--- src/rtl/instr_fetch_unit.sv ---
// Small circular buffer used for the instruction FIFO and the in-flight PC queue.
// Latency: a push is visible at the head one cycle later; clr empties it in one cycle.
// Backpressure: none internally, the owner must not push when full or pop when empty.
module ifu_fifo #(
    parameter int WIDTH = 32,
    parameter int DEPTH = 2
) (
    input  logic                     i_clk,
    input  logic                     i_reset,
    input  logic                     clr,
    input  logic                     push_vld,
    input  logic [WIDTH-1:0]         push_dat,
    input  logic                     pop_rdy,
    output logic [WIDTH-1:0]         head_dat,
    output logic [$clog2(DEPTH):0]   count
);
    localparam int AW = $clog2(DEPTH);

    logic [WIDTH-1:0] mem_q [DEPTH];
    logic [WIDTH-1:0] mem_d [DEPTH];
    logic [AW-1:0]    wr_ptr_q, wr_ptr_d;
    logic [AW-1:0]    rd_ptr_q, rd_ptr_d;
    logic [AW:0]      count_q, count_d;

    always_comb begin
        mem_d    = mem_q;
        wr_ptr_d = wr_ptr_q;
        rd_ptr_d = rd_ptr_q;
        count_d  = count_q;
        if (clr) begin
            wr_ptr_d = '0;
            rd_ptr_d = '0;
            count_d  = '0;
        end else begin
            if (push_vld) begin
                mem_d[wr_ptr_q] = push_dat;
                wr_ptr_d        = wr_ptr_q + AW'(1);
            end
            if (pop_rdy) begin
                rd_ptr_d = rd_ptr_q + AW'(1);
            end
            count_d = count_q + (AW+1)'(push_vld) - (AW+1)'(pop_rdy);
        end
    end

    always_ff @(posedge i_clk or posedge i_reset) begin
        if (i_reset) begin
            for (int i = 0; i < DEPTH; i++) begin
                mem_q[i] <= '0;
            end
            wr_ptr_q <= '0;
            rd_ptr_q <= '0;
            count_q  <= '0;
        end else begin
            mem_q    <= mem_d;
            wr_ptr_q <= wr_ptr_d;
            rd_ptr_q <= rd_ptr_d;
            count_q  <= count_d;
        end
    end

    assign head_dat = mem_q[rd_ptr_q];
    assign count    = count_q;
endmodule

// Fetch stage: issues word-aligned PC reads, pairs in-order responses with their PC, feeds decode.
// Latency: a response shows on o_instr* the cycle after it arrives; a redirect empties the output next cycle.
// Backpressure: requests held while outstanding + buffered reaches FIFO_DEPTH; responses are never stalled.
module instr_fetch_unit #(
    parameter int                    DATA_WIDTH = 32,
    parameter logic [DATA_WIDTH-1:0] RESET_PC   = '0,
    parameter int                    FIFO_DEPTH = 2
) (
    input  logic                  i_clk,
    input  logic                  i_reset,
    output logic                  o_imem_req_valid,
    input  logic                  i_imem_req_ready,
    output logic [DATA_WIDTH-1:0] o_imem_req_addr,
    input  logic                  i_imem_rsp_valid,
    input  logic [DATA_WIDTH-1:0] i_imem_rsp_data,
    output logic                  o_instr_valid,
    input  logic                  i_instr_ready,
    output logic [DATA_WIDTH-1:0] o_instr,
    output logic [DATA_WIDTH-1:0] o_instr_pc,
    input  logic                  i_redirect_valid,
    input  logic [DATA_WIDTH-1:0] i_redirect_pc
);
    localparam int CW = $clog2(FIFO_DEPTH) + 1;

    typedef enum logic [1:0] {S_IDLE, S_FETCH, S_FLUSH} state_e;

    state_e                  state_q, state_d;
    logic [DATA_WIDTH-1:0]   pc_q, pc_d;
    logic [CW-1:0]           outstanding_q, outstanding_d;
    logic [CW-1:0]           drop_cnt_q, drop_cnt_d;
    logic [CW-1:0]           fifo_count, pcq_count, rsp_dec;
    logic [DATA_WIDTH-1:0]   pcq_head;
    logic [2*DATA_WIDTH-1:0] fifo_head;
    logic                    req_fire, rsp_keep, instr_pop;
    logic                    unused_redirect_lsb;

    assign unused_redirect_lsb = ^i_redirect_pc[1:0];

    always_comb begin
        state_d          = state_q;
        pc_d             = pc_q;
        outstanding_d    = outstanding_q;
        drop_cnt_d       = drop_cnt_q;
        o_imem_req_valid = 1'b0;
        rsp_keep         = 1'b0;
        rsp_dec          = CW'(i_imem_rsp_valid);

        case (state_q)
            S_IDLE: state_d = S_FETCH;
            S_FETCH: begin
                o_imem_req_valid = (({1'b0, outstanding_q} + {1'b0, fifo_count}) < (CW+1)'(FIFO_DEPTH))
                                   && !i_redirect_valid;
                rsp_keep         = i_imem_rsp_valid && (pcq_count != '0);
            end
            S_FLUSH: begin
                // Every response here belongs to a request issued before the redirect.
                if (i_imem_rsp_valid) begin
                    drop_cnt_d = drop_cnt_q - CW'(1);
                    if (drop_cnt_q == CW'(1)) begin
                        state_d = S_FETCH;
                    end
                end
            end
            default: state_d = S_IDLE;
        endcase

        req_fire      = o_imem_req_valid && i_imem_req_ready;
        outstanding_d = outstanding_q + CW'(req_fire) - rsp_dec;
        if (req_fire) begin
            pc_d = pc_q + DATA_WIDTH'(4);
        end

        // A redirect overrides whatever the state logic decided this cycle.
        if (i_redirect_valid) begin
            pc_d          = {i_redirect_pc[DATA_WIDTH-1:2], 2'b00};
            drop_cnt_d    = outstanding_q - rsp_dec;
            outstanding_d = outstanding_q - rsp_dec;
            rsp_keep      = 1'b0;
            state_d       = (drop_cnt_d != '0) ? S_FLUSH : S_FETCH;
        end
    end

    always_ff @(posedge i_clk or posedge i_reset) begin
        if (i_reset) begin
            state_q       <= S_IDLE;
            pc_q          <= RESET_PC;
            outstanding_q <= '0;
            drop_cnt_q    <= '0;
        end else begin
            state_q       <= state_d;
            pc_q          <= pc_d;
            outstanding_q <= outstanding_d;
            drop_cnt_q    <= drop_cnt_d;
        end
    end

    assign instr_pop       = o_instr_valid && i_instr_ready && !i_redirect_valid;
    assign o_instr_valid   = (fifo_count != '0);
    assign o_imem_req_addr = pc_q;
    assign {o_instr_pc, o_instr} = fifo_head;

    ifu_fifo #(.WIDTH(2*DATA_WIDTH), .DEPTH(FIFO_DEPTH)) u_instr_fifo (
        .i_clk    (i_clk),
        .i_reset  (i_reset),
        .clr      (i_redirect_valid),
        .push_vld (rsp_keep),
        .push_dat ({pcq_head, i_imem_rsp_data}),
        .pop_rdy  (instr_pop),
        .head_dat (fifo_head),
        .count    (fifo_count)
    );

    ifu_fifo #(.WIDTH(DATA_WIDTH), .DEPTH(FIFO_DEPTH)) u_pc_queue (
        .i_clk    (i_clk),
        .i_reset  (i_reset),
        .clr      (i_redirect_valid),
        .push_vld (req_fire),
        .push_dat (pc_q),
        .pop_rdy  (rsp_keep),
        .head_dat (pcq_head),
        .count    (pcq_count)
    );
endmodule

--- config.mk ---
export PLATFORM = sky130hd
export DESIGN_NAME = instr_fetch_unit
export DESIGN_NICKNAME = d
export VERILOG_FILES = /design/src/rtl/instr_fetch_unit.sv
export SDC_FILE = /design/constraint.sdc
export NUM_CORES = 1
export LEC_CHECK = 0
export ABC_AREA = 1
export CAP_MARGIN = 40
export CORE_MARGIN = 2
export CORE_UTILIZATION = 30
export CTS_CLUSTER_SIZE = 14
export DETAILED_ROUTE_END_ITERATION = 6
export GPL_ROUTABILITY_DRIVEN = 0
export PLACE_DENSITY = 0.47
export SLEW_MARGIN = 20
export SYNTH_ARGS = -nofsm -noshare
export SYNTH_HDL_FRONTEND = slang
export SYNTH_SLANG_ARGS = --single-unit
--- constraint.sdc ---
create_clock -name i_clk -period 11 [get_ports i_clk]
set_clock_uncertainty 0.1 [all_clocks]
set_input_delay 1.1 -clock i_clk [delete_from_list [all_inputs] [get_ports i_clk]]
set_output_delay 1.1 -clock i_clk [all_outputs]
set_load 0.02 [all_outputs]
==> impl_metrics.env, run 1 <==
export IMPL_crit_slowest_cell="clkdlybuf4s50_1"
export IMPL_worstPathMaxFanout=43
export IMPL_intPower_mw=1.96
export IMPL_cts_tree="built"
export IMPL_hold_viol=0
export IMPL_routed_via_density=4.43
export IMPL_final_core_util=0.387
export IMPL_grt_pass1_vias=8580
export IMPL_vias=8781
export IMPL_final_nets=1587
export IMPL_synth_top_area_share=0.526
export IMPL_yosys_top_cells_area="dfrtp_1 (53%), nand2_1 (19%), o21ai_0 (7.2%), inv_1 (4.6%), nand3_1 (3.2%)"
export IMPL_postCtsSetupBuffers=0
export IMPL_n_fill_cell=3690
export IMPL_synth_cell_types=29
export IMPL_syn2layout_area_growth_pct=26.8
export IMPL_endpoint_kind="primary output"
export IMPL_fin_crit_sh=0.400
export IMPL_insertion_delay_ns=0.54
export IMPL_maxCapViolations=0
export IMPL_n_antenna_cell=0
export IMPL_yosysWarnings=0
export IMPL_setup_viol=0
export IMPL_slowest_delay_ns=0.62
export IMPL_peakVddDrop_uv=118
export IMPL_worst_setup_path_type="input port to primary output"
export IMPL_htree_levels=1
export IMPL_r2r_cells=13
export IMPL_p_switching_mw=0.935
export IMPL_yosysSeqAreaShare=0.526
export IMPL_worstMarginPinSlew_ns=0.819
export IMPL_netlist_instances=1371
export IMPL_layout_common_cells="nand2_1 (548), dfrtp_1 (226), clkdlybuf4s50_1 (161), o21ai_0 (156), inv_1 (131)"
export IMPL_cts_resized_gates=0
export IMPL_min_period_ns=4.41
export IMPL_path_clk_slew_ns=0.06
export IMPL_crit_top_cell="clkdlybuf4s50_1"
export IMPL_p_clk_frac=0.306
export IMPL_die_h_um=194
export IMPL_hold_depth=2
export IMPL_clockBufferDepth=3
export IMPL_drt_iter0_markers=387
export IMPL_path_buf_inv=4
export IMPL_track_usage=0.148
export IMPL_status="completed"
export IMPL_ant_nets=0
export IMPL_dieArea_um2=37700
export IMPL_ys_ff_latch=228
export IMPL_cp_depth=6
export IMPL_cp_top_family="buffers and inverters"
export IMPL_io_buffers=161
export IMPL_cts_buffers=27
export IMPL_worstPathCellList="clkdlybuf4s50_1, buf_4, inv_2, nand2_1, nor2_1, clkdlybuf4s50_1"
export IMPL_grt_pass1_wl_um=46100
export IMPL_max_freq_mhz=227
export IMPL_cts_root_buf="clkbuf_16"
export IMPL_rows=69
export IMPL_syn_area_per_cell_um2=7.91
export IMPL_p_sw_frac=0.323
export IMPL_yosys_area_top_type="dfrtp_1"
export IMPL_powerDensity_nw_per_um2=210
export IMPL_rsz0062_at_grt="false"
export IMPL_seqPwrFrac=0.389
export IMPL_mostFrequentLayoutCell="nand2_1"
export IMPL_setup_tns_ns=0
export IMPL_place_ws_ns=6.54
export IMPL_initial_utilization=0.305
export IMPL_io_pins=168
export IMPL_cts_hold_buf=0
export IMPL_total_power_mw=2.90
export IMPL_antenna_found_initial=0
export IMPL_drive_gt1_frac=0.0683
export IMPL_numClockSinks=228
export IMPL_grt_max_degree=104
export IMPL_coreArea_um2=35600
export IMPL_relSlewSlack=0.454
export IMPL_p_leak_nw=6.56
export IMPL_routedWlPerCell_um=14.1
export IMPL_die_width_um=194
export IMPL_synthesis_area_um2=10800
export IMPL_post_route_worst_setup_slack_ns=6.59
export IMPL_cp_data_required_time_ns=9.80
export IMPL_wirelength_um=28000
export IMPL_startpoint_type="input port"
export IMPL_grt_overflow=0
export IMPL_drcViolationCount=0
export IMPL_holdWs_ns=0.377
export IMPL_slew_violations=0
export IMPL_worst_hold_path_type="flop to flop"
export IMPL_worstPathArrival_ns=3.21
export IMPL_drtPass1Iterations=5
export IMPL_dp_hpwl_um=18300
export IMPL_p_comb_frac=0.305
final timing paths:
| kind | startpoint | endpoint | slack, ns |
|---|---|---|---|
| worst max-delay path | i_redirect_valid | o_imem_req_valid | 6.59 |
| worst min-delay path | u_instr_fifo.mem_q[56] | u_instr_fifo.mem_q[56] | 0.38 |
| worst max register to register | outstanding_q[0] | outstanding_q[1] | 8.06 |
| worst min register to register | u_instr_fifo.mem_q[56] | u_instr_fifo.mem_q[56] | 0.38 |
| max in group asynchronous | i_reset | u_instr_fifo.mem_q[65] | 8.68 |
| min in group asynchronous | i_reset | u_instr_fifo.mem_q[94] | 0.96 |
registers in the layout, indices dropped and copies added, names as in the netlist:
signal	flops
outstanding_q	2
u_pc_queue.wr_ptr_q	1
u_instr_fifo.wr_ptr_q	1
u_pc_queue.count	2
drop_cnt_q	2
u_pc_queue.rd_ptr_q	1
state_q	2
u_pc_queue.mem_q	60
u_instr_fifo.rd_ptr_q	1
u_instr_fifo.mem_q	124
o_imem_req_addr	30
u_instr_fifo.count	2
per-stage QoR:
| step | instance area (um2) | instances |
|---|---|---|
| finish | 13800 | 1984 |
| global route | 13800 | 1984 |
| CTS | 13800 | 1984 |
| detailed placement | 12900 | 1939 |
| global placement | 12800 | 1935 |
| floorplan | 10900 | 1374 |
logic make-up (layout without fill, tap and decap cells):
group / Yosys count / count (layout) / share of synthesized area
flops: 228 / 228 / 0.526
mux: 30 / 30 / 0.0312
simple gates: 680 / 680 / 0.248
compound gates: 208 / 208 / 0.0969
buf+inv: 207 / 356 / 0.0798
other cells: 1 / 4 / 0.000346
xor+xnor: 7 / 7 / 0.00565
fa+ha+maj: 10 / 10 / 0.0122
worst min-delay path: stages (launching register included):
cell	delay, ns
dfrtp_1	0.34
nand2_1	0.05
nand2_1	0.05
synth_stat cells:
cell type	instances
a21oi_1	2
buf_1	4
buf_2	14
buf_4	19
clkbuf_1	34
conb_1	1
dfrtp_1	228
fa_1	1
ha_1	9
inv_1	132
inv_2	4
mux2_1	2
mux2_2	28
nand2_1	549
nand2_2	2
nand3_1	69
nand4_1	2
nor2_1	49
nor2_2	3
nor2_4	1
nor3_4	1
o211ai_1	3
o21a_1	1
o21ai_0	156
o21ai_1	46
or2_1	1
or2_2	3
xnor2_1	3
xor2_1	4
area by class of cell:
| class | instances | area [um2] | area share |
|---|---|---|---|
| Timing Repair Buffer | 175 | 1770 | 0.129 |
| Inverter | 136 | 518 | 0.0377 |
| Clock buffer | 38 | 817 | 0.0594 |
| Clock inverter | 7 | 75.1 | 0.00546 |
| Multi-Input combinational cell | 939 | 4290 | 0.312 |
| Tap cell | 461 | 577 | 0.0419 |
| Sequential cell | 228 | 5710 | 0.415 |
power groups by stage:
stage	registers (mW)	logic, mW	clock network (mW)
2_1_floorplan	1.14	0.492	0
3_3_place_gp	1.14	0.883	0
3_5_place_dp	1.14	0.893	0
4_1_cts	1.13	0.899	0.923
5_1_grt	1.15	0.975	0.953
6_report	1.13	0.883	0.885
layer usage:
| layer | vias to the layer above | global-route usage | part of all wire |
|---|---|---|---|
| met5 | - | 0 | 0 |
| met4 | 0 | 0.0297 | 0.016 |
| met3 | 24 | 0.0244 | 0.043 |
| met2 | 180 | 0.229 | 0.42 |
| met1 | 4015 | 0.220 | 0.52 |
| li1 | 4562 | - | - |
Power figures use the tool's default switching activity.
==> run 2, diff against run 1 <==
--- a/config.mk
+++ b/config.mk
@@ -12,7 +12,7 @@
 export CTS_CLUSTER_SIZE = 14
 export DETAILED_ROUTE_END_ITERATION = 6
 export GPL_ROUTABILITY_DRIVEN = 0
-export PLACE_DENSITY = 0.47
+export PLACE_DENSITY = 0.48
 export SLEW_MARGIN = 20
 export SYNTH_ARGS = -nofsm -noshare
 export SYNTH_HDL_FRONTEND = slang
==> constraint.sdc (replaced) <==
create_clock -name i_clk -period 3.6 [get_ports i_clk]
set_clock_uncertainty 0.1 [all_clocks]
set_input_delay 0.36 -clock i_clk [delete_from_list [all_inputs] [get_ports i_clk]]
set_output_delay 0.36 -clock i_clk [all_outputs]
set_load 0.02 [all_outputs]
==> run 2 against run 1 <==
- sequential share of layout area shrank 0.39 points
- hold slack lost 0.34 ns
- clock power grew to 3.1 times the previous value
- power grew to 3.1 times the previous value
- combinational power increased to 3.1 times the previous value
- via count increased by 0.63%
- die area did not move
- sequential power increased to 3.1 times the previous value
==> impl_metrics.env, run 2 (synthesis results as in run 1) <==
export IMPL_status="completed"
export IMPL_cts_tree="built"
export IMPL_drive_gt1_frac=0.0755
export IMPL_grt_overflow=0
export IMPL_peakVddDrop_uv=416
export IMPL_clockBufferDepth=3
export IMPL_worstPathArrival_ns=2.57
export IMPL_n_fill_cell=3717
export IMPL_place_inst=1945
export IMPL_final_core_util=0.390
export IMPL_final_cells=1997
export IMPL_dp_hpwl_um=19100
export IMPL_n_antenna_cell=0
export IMPL_min_period_ns=3.03
export IMPL_slew_violations=0
export IMPL_p_leak_nw=6.63
export IMPL_cp_data_required_time_ns=3.14
export IMPL_largest_register="u_instr_fifo.mem_q"
export IMPL_cp_top_family="buffers and inverters"
export IMPL_worstMarginPinSlew_ns=0.775
export IMPL_setup_viol=0
export IMPL_startpoint_type="flop"
export IMPL_antenna_found_initial=0
export IMPL_dieArea_um2=37700
export IMPL_max_freq_mhz=330
export IMPL_grt_max_degree=108
export IMPL_routed_via_density=4.42
export IMPL_total_power_mw=8.93
export IMPL_crit_slowest_cell="dfrtp_4"
export IMPL_relSlewSlack=0.483
export IMPL_rrSetupSlack_ns=0.67
export IMPL_place_ws_ns=0.671
export IMPL_insertion_delay_ns=0.54
export IMPL_rsz0062_at_grt="false"
export IMPL_postCtsSetupBuffers=0
export IMPL_cts_hold_buf=0
export IMPL_initial_utilization=0.305
export IMPL_worstPathCellList="buf_12, nand2_1, o21ai_0, clkdlybuf4s50_1"
export IMPL_worst_hold_path_type="input port to asynchronous set/reset pin"
export IMPL_final_nets=1594
export IMPL_worst_setup_path_type="flop to primary output"
export IMPL_cts_resized_gates=0
export IMPL_grt_pass1_vias=8570
export IMPL_path_buf_inv=2
export IMPL_io_pins=168
export IMPL_coreArea_um2=35600
export IMPL_layout_common_cells="nand2_1 (548), dfrtp_1 (227), clkdlybuf4s50_1 (160), o21ai_0 (156), inv_1 (131)"
export IMPL_endpoint_kind="primary output"
export IMPL_die_width_um=194
export IMPL_setup_tns_ns=0
export IMPL_cts_buffers=28
export IMPL_rows=69
export IMPL_holdWs_ns=0.0405
export IMPL_htree_levels=1
export IMPL_io_buffers=161
export IMPL_placed_area_um2=12900
export IMPL_numClockSinks=228
export IMPL_path_clk_slew_ns=0.06
export IMPL_drtPass1Iterations=5
export IMPL_die_h_um=194
export IMPL_routedWlPerCell_um=14.1
export IMPL_post_route_worst_setup_slack_ns=0.566
export IMPL_powerDensity_nw_per_um2=644
export IMPL_hold_viol=0
export IMPL_cts_root_buf="clkbuf_16"
export IMPL_worstPathMaxFanout=66
export IMPL_vias=8836
export IMPL_slowest_delay_ns=0.83
export IMPL_mostFrequentLayoutCell="nand2_1"
export IMPL_maxCapViolations=0
export IMPL_largest_reg_flops=124
export IMPL_fin_area_um2=13900
export IMPL_wirelength_um=28200
export IMPL_fin_crit_sh=0.843
export IMPL_ant_nets=0
export IMPL_drt_iter0_markers=534
export IMPL_grt_pass1_wl_um=46700
export IMPL_track_usage=0.151
export IMPL_syn2layout_area_growth_pct=28.0
export IMPL_drcViolationCount=0
## run 2: cell count changes in the layout (fill, tap and decap cells not counted), sizes merged
cell,delta
clkinv,+6
inv,-2
clkinvlp,+2
clkdlybuf4s50,-1
clkbuf,+1
buf,+7
## run 2: power by group
| group | switching (mW) | leakage [nW] | total (mW) | internal (mW) |
|---|---|---|---|---|
| Sequential | 0.296 | 2.81 | 3.45 | 3.16 |
| Clock | 1.08 | 0.475 | 2.77 | 1.69 |
| Combinational | 1.51 | 3.34 | 2.70 | 1.19 |
| Total | 2.88 | 6.63 | 8.93 | 6.05 |
## run 2: cell type report
type                            count  area (um2)  area share
Timing Repair Buffer              181        1860       0.134
Inverter                          136         514      0.0371
Clock buffer                       39         843      0.0608
Clock inverter                     13        92.6     0.00667
Sequential cell                   228        5710       0.411
Multi-Input combinational cell    939        4290       0.309
Tap cell                          461         577      0.0416
## run 2: final timing paths
check                                             end                  start  cells after the start
worst max-delay path                      o_instr[13]  u_instr_fifo.rd_ptr_q                      4
worst max register to register       outstanding_q[1]       outstanding_q[0]                     13
max in group asynchronous       u_instr_fifo.rd_ptr_q                i_reset                      3
min in group i_clk                   outstanding_q[0]       i_redirect_valid                      4
worst min-delay path            u_instr_fifo.mem_q[1]                i_reset                      2
worst min register to register  u_instr_fifo.mem_q[1]  u_instr_fifo.mem_q[1]                      2
## run 2: worst register-to-register path, cell delays in order (launching register included)
cell,delay [ns]
dfrtp_1,0.40
nand2_1,0.07
inv_1,0.04
fa_1,0.42
or2_1,0.28
nor2_1,0.15
nand2_1,0.32
ha_1,0.41
inv_1,0.04
ha_1,0.17
xor2_1,0.15
nand2_1,0.06
nand2_1,0.04
o21ai_0,0.19
## run 2: layer usage
metal | global-route usage | vias to the layer above | share of wire
li1 | - | 4569 | -
met1 | 0.228 | 4029 | 0.52
met2 | 0.226 | 206 | 0.42
met3 | 0.0240 | 32 | 0.048
met4 | 0.0325 | 0 | 0.016
met5 | 0 | - | 0
